### config.mk
export PLATFORM = sky130hd
export DESIGN_NAME = nibble_add_sequencer
export DESIGN_NICKNAME = d
export VERILOG_FILES = /design/src/rtl/nibble_add_sequencer.sv
export SDC_FILE = /design/constraint.sdc
export NUM_CORES = 1
export LEC_CHECK = 0
export ABC_AREA = 0
export CAP_MARGIN = 0
export CORE_MARGIN = 2
export CORE_UTILIZATION = 38
export DETAILED_ROUTE_END_ITERATION = 16
export GPL_ROUTABILITY_DRIVEN = 0
export HOLD_SLACK_MARGIN = 0.15
export PLACE_DENSITY_LB_ADDON = 0.15
export SYNTH_ARGS = -nofsm -noshare
export SYNTH_HDL_FRONTEND = slang
export SYNTH_SLANG_ARGS = --single-unit
### constraint.sdc
create_clock -name clk -period 6.6 [get_ports clk]
set_input_delay 1.65 -clock clk [delete_from_list [all_inputs] [get_ports clk]]
set_output_delay 1.65 -clock clk [all_outputs]
set_load 0.02 [all_outputs]
### src/rtl/nibble_add_sequencer.sv
// nibble_add_sequencer: W-bit add/sub done serially through one shared 4-bit slice, LS nibble first
module nibble_add_sequencer #(
  parameter int NIBBLES = 4,
  localparam int W = 4*NIBBLES
) (
  input  logic         clk,
  input  logic         reset_n,
  input  logic         in_valid,
  output logic         in_ready,
  input  logic [W-1:0] a,
  input  logic [W-1:0] b,
  input  logic         sub,
  output logic         out_valid,
  input  logic         out_ready,
  output logic [W-1:0] sum,
  output logic         carryout,
  output logic         overflow,
  output logic         zero
);
  localparam int CW = NIBBLES > 1 ? $clog2(NIBBLES) : 1;
  typedef enum logic [1:0] {IDLE, RUN, DONE} state_t;
  state_t state, state_nx;
  logic [W-1:0] ra, rb, sum_nx;
  logic [CW-1:0] cnt;
  logic carry, c3, co, last;
  logic [3:0] an, bn, lo, s;
  logic [1:0] hi;
  assign in_ready = state == IDLE;
  assign out_valid = state == DONE;
  always_comb begin
    an = ra[4*cnt +: 4];
    bn = rb[4*cnt +: 4];
    lo = {1'b0, an[2:0]} + {1'b0, bn[2:0]} + {3'b0, carry};
    c3 = lo[3];
    hi = {1'b0, an[3]} + {1'b0, bn[3]} + {1'b0, c3};
    s = {hi[0], lo[2:0]};
    co = hi[1];
    sum_nx = sum;
    sum_nx[4*cnt +: 4] = s;
    last = cnt == CW'(NIBBLES-1);
    state_nx = state == IDLE ? (in_valid ? RUN : IDLE) :
               state == RUN  ? (last ? DONE : RUN) :
                               (out_ready ? IDLE : DONE);
  end
  always_ff @(posedge clk) begin
    if (!reset_n) begin
      state <= IDLE;
      ra <= '0;
      rb <= '0;
      carry <= 1'b0;
      cnt <= '0;
      sum <= '0;
      carryout <= 1'b0;
      overflow <= 1'b0;
      zero <= 1'b0;
    end else begin
      state <= state_nx;
      if (state == IDLE && in_valid) begin
        ra <= a;
        rb <= b ^ {W{sub}};
        carry <= sub;
        cnt <= '0;
        sum <= '0;
      end else if (state == RUN) begin
        sum <= sum_nx;
        carry <= co;
        cnt <= last ? cnt : cnt + 1'b1;
        if (last) begin
          carryout <= co;
          overflow <= c3 ^ co;
          zero <= sum_nx == '0;
        end
      end
    end
  end
endmodule

==> flow_metrics.env <==
export IMPL_antenna_found_initial=0
export IMPL_area_growth_pct=26.2
export IMPL_drt_initial_drc_count=71
export IMPL_p_int_mw=0.514
export IMPL_numCtsBuffers=5
export IMPL_met1_usage_pct=21.2
export IMPL_io_pins=58
export IMPL_n_fill_cell=684
export IMPL_path_buf_inv=0
export IMPL_place_hpwl_mm=4.31
export IMPL_path_max_fanout=19
export IMPL_rsz0062_at_grt="no"
export IMPL_worstMarginPinSlew_ns=0.905
export IMPL_cp_data_required_time_ns=6.80
export IMPL_worst_path_max_delay_cell="dfxtp_1"
export IMPL_yosys_most_used_dff="dfxtp_1"
export IMPL_htreeDepth=2
export IMPL_routed_via_density=4.84
export IMPL_antenna_left=0
export IMPL_ctsLongestPathBuffers=2
export IMPL_ys_types=45
export IMPL_routed_wl_mm=5.71
export IMPL_power_frac_clock_pct=26.9
export IMPL_hold_path_end="ra[1]"
export IMPL_dr_pass1_iters=4
export IMPL_slowest_delay_ns=0.92
export IMPL_timing_rr_start="cnt[0]"
export IMPL_grtUsageTotal_pct=15.9
export IMPL_cp_start_kind="flop"
export IMPL_p_seq_share_pct=52.6
export IMPL_clock_latency_ns=0.30
export IMPL_grt_pass1_vias=2172
export IMPL_numClockSinks=56
export IMPL_hold_viol=0
export IMPL_core_area_um2=6870
export IMPL_worstPathCellList="mux4_2 -> fa_1 -> a21o_1 -> a21o_1 -> fa_1 -> a31oi_1 -> o21a_1 -> a21oi_1 -> o31ai_2"
export IMPL_p_sw_share_pct=27.0
export IMPL_peakVddDrop_v=0.0000798
export IMPL_r2r_setup_slack_ns=2.99
export IMPL_cts_tree="done"
export IMPL_grt_max_degree=49
export IMPL_fin_worst_skew_ns=0.00485
export IMPL_cts_hold_buffers=0
export IMPL_met3_usage_pct=3.17
export IMPL_die_area_um2=7870
export IMPL_cap_viol_max_count=0
export IMPL_setup_viol=0
export IMPL_avgRoutedWirePerCell_um=12.6
export IMPL_p_comb_share_pct=20.4
export IMPL_syn_area_um2=2730
export IMPL_pre_cts_ws_ns=2.92
export IMPL_rr_worst_depth=9
export IMPL_hold_path_class="flop to flop"
export IMPL_relSlewSlack_pct=39.3
export IMPL_cp_arrival_ns=3.81
export IMPL_drv_slew=0
export IMPL_cts_repair_resized=0
export IMPL_postCtsSetupBuffers=0
export IMPL_synth_avg_cell_area_um2=8.83
export IMPL_grt_util_met2_pct=26.1
export IMPL_drive_gt1_share_pct=5.34
export IMPL_async_flop_share_pct=0
export IMPL_numPortBuffers=57
export IMPL_busiest_layer="met2"
export IMPL_worst_setup_path_type="flop to flop"
export IMPL_status="completed"
export IMPL_die_h_um=88.7
export IMPL_chipWidth_um=88.7
export IMPL_vias=2186
export IMPL_layout_nets=403
export IMPL_drcViolationCount=0
export IMPL_synthesis_nets=357
export IMPL_postPlaceCellArea_um2=3350
export IMPL_final_area_um2=3440
export IMPL_fin_crit_sh_pct=54.7
export IMPL_p_per_area_nw_per_um2=204
export IMPL_grt_pass1_wl_mm=9.96
export IMPL_start_util_pct=39.7
export IMPL_seq_area_frac_synth_pct=41.1
export IMPL_end_kind="flop"
export IMPL_clkTransAtPathRegs_ns=0.09
export IMPL_crit_family="adder cells"
export IMPL_ys_seq_elements=56
export IMPL_rows=30
export IMPL_max_freq_ghz=0.277
export IMPL_synth_edf_count=0
export IMPL_ys_warn_count=0
export IMPL_leakage_nw=1.20
export IMPL_gr_total_overflow=0
export IMPL_antennaDiodeCount=0
export IMPL_whs_path_depth=2
export IMPL_p_sw_mw=0.190
export IMPL_worstReg2RegEnd="zero"
export IMPL_min_from="ra[1]"
export IMPL_cts_root_buf="clkbuf_8"
export IMPL_min_period_ns=3.61
export IMPL_setup_tns_ns=0
export IMPL_fin_ws_ns=2.99
export IMPL_netlist_instances=309
==> flip-flops by register name, summed over array words and instances (netlist names) <==
register	cells
carryout	1
state	2
sum	16
zero	1
overflow	1
rb	16
carry	1
cnt	2
ra	16
==> synthesized netlist by cell type (all sizes together) (2+ instances only) <==
library cell	number	share of area [%]
a22oi	8	2.2
o21ai	4	0.73
fa	3	2.2
nand3	2	0.37
nand2b	4	0.92
a21oi	22	4.0
inv	8	1.1
a32oi	2	0.64
nor3	2	0.37
and2	3	0.69
xnor2	18	5.8
nand2	48	6.7
o22ai	3	0.69
a211oi	20	5.5
nor2b	4	1.2
a31oi	2	0.46
o21a	2	0.55
ha	8	3.7
nor2	43	5.9
buf	6	0.92
a21o	2	0.55
dfxtp	56	41
mux4	8	6.6
clkbuf	13	1.8
==> cells by family after synthesis <==
| kind of cell | Yosys count | synth area share (%) |
|---|---|---|
| XOR/XNOR | 19 | 6.10 |
| flip-flops | 56 | 41.1 |
| multiplexers | 10 | 7.38 |
| buffers and inverters | 28 | 3.94 |
| AO/OA/AOI/OAI | 69 | 16.7 |
| adder cells (fa/ha/maj) | 11 | 5.87 |
| AND/OR/NAND/NOR | 116 | 18.9 |
==> placed cells by master, fill, tap and decap left out, types with 2 or more instances in the layout <==
cell / Yosys / routed
mux4_2: 8 / 8
inv_1: 8 / 8
nand2b_1: 4 / 4
a32oi_1: 2 / 2
o22ai_1: 3 / 3
and2_1: 3 / 3
nand3_1: 2 / 2
o21a_1: 2 / 2
nor3_1: 2 / 2
a211oi_1: 20 / 20
clkdlybuf4s50_1: 0 / 57
nand2_1: 47 / 47
clkbuf_8: 0 / 6
a22oi_1: 8 / 8
ha_1: 8 / 8
dfxtp_1: 56 / 56
nor2b_1: 3 / 3
a21oi_1: 22 / 22
clkbuf_1: 13 / 2
a31oi_1: 2 / 2
a21o_1: 2 / 2
nor2_1: 43 / 43
fa_1: 3 / 3
xnor2_1: 18 / 18
o21ai_0: 4 / 4
==> worst min-delay path, delay by kind of cell (launching register included) <==
kind,cells,cell delay (ns)
AO/OA/AOI/OAI,1,0.05
flip-flops,1,0.32
AND/OR/NAND/NOR,1,0.05
==> metal layers <==
layer | vias up | routed length, µm | part of all wire (%)
li1 | 1162 | - | -
met1 | 967 | 2790 | 49
met2 | 51 | 2660 | 47
met3 | 6 | 186 | 3.3
met4 | 0 | 68 | 1.2
met5 | - | 0 | 0
==> cell type report <==
class                           count  area, µm²  share of cell area (%)
Timing Repair Buffer               58        578                    16.8
Clock buffer                        8       90.1                    2.62
Tap cell                           96        120                    3.49
Inverter                            9       33.8                   0.981
Sequential cell                    56       1120                    32.6
Multi-Input combinational cell    225       1500                    43.6
==> power groups by stage <==
stage | Clock [mW] | Sequential (mW) | Combinational, mW
global route | 0.210 | 0.374 | 0.162
CTS | 0.195 | 0.371 | 0.145
global placement | 0 | 0.378 | 0.144
floorplan | 0 | 0.375 | 0.0982
detailed placement | 0 | 0.379 | 0.144
finish | 0.189 | 0.370 | 0.144
==> how the worst max path moves through the flow <==
stage                        from     to  slack, ns  cells after the start
after floorplan            cnt[0]   zero       3.22                     11
after global placement    reset_n  carry       3.01                      3
after detailed placement  reset_n  carry       2.92                      3
after CTS                  cnt[0]   zero       2.94                      9
after global routing       cnt[0]   zero       2.66                      9
final                      cnt[0]   zero       2.99                      9
==> metrics by stage <==
step	std cells	power [mW]	util [%]	hold WS, ns
after floorplan	309	0.474	-	0.433
after global placement	444	0.522	48.8	0.440
after detailed placement	444	0.523	48.8	0.448
after CTS	452	0.710	50.1	0.461
after global routing	452	0.745	50.1	0.472
final	452	0.703	50.1	0.458
No activity file was read; power rests on OpenSTA's default activity.
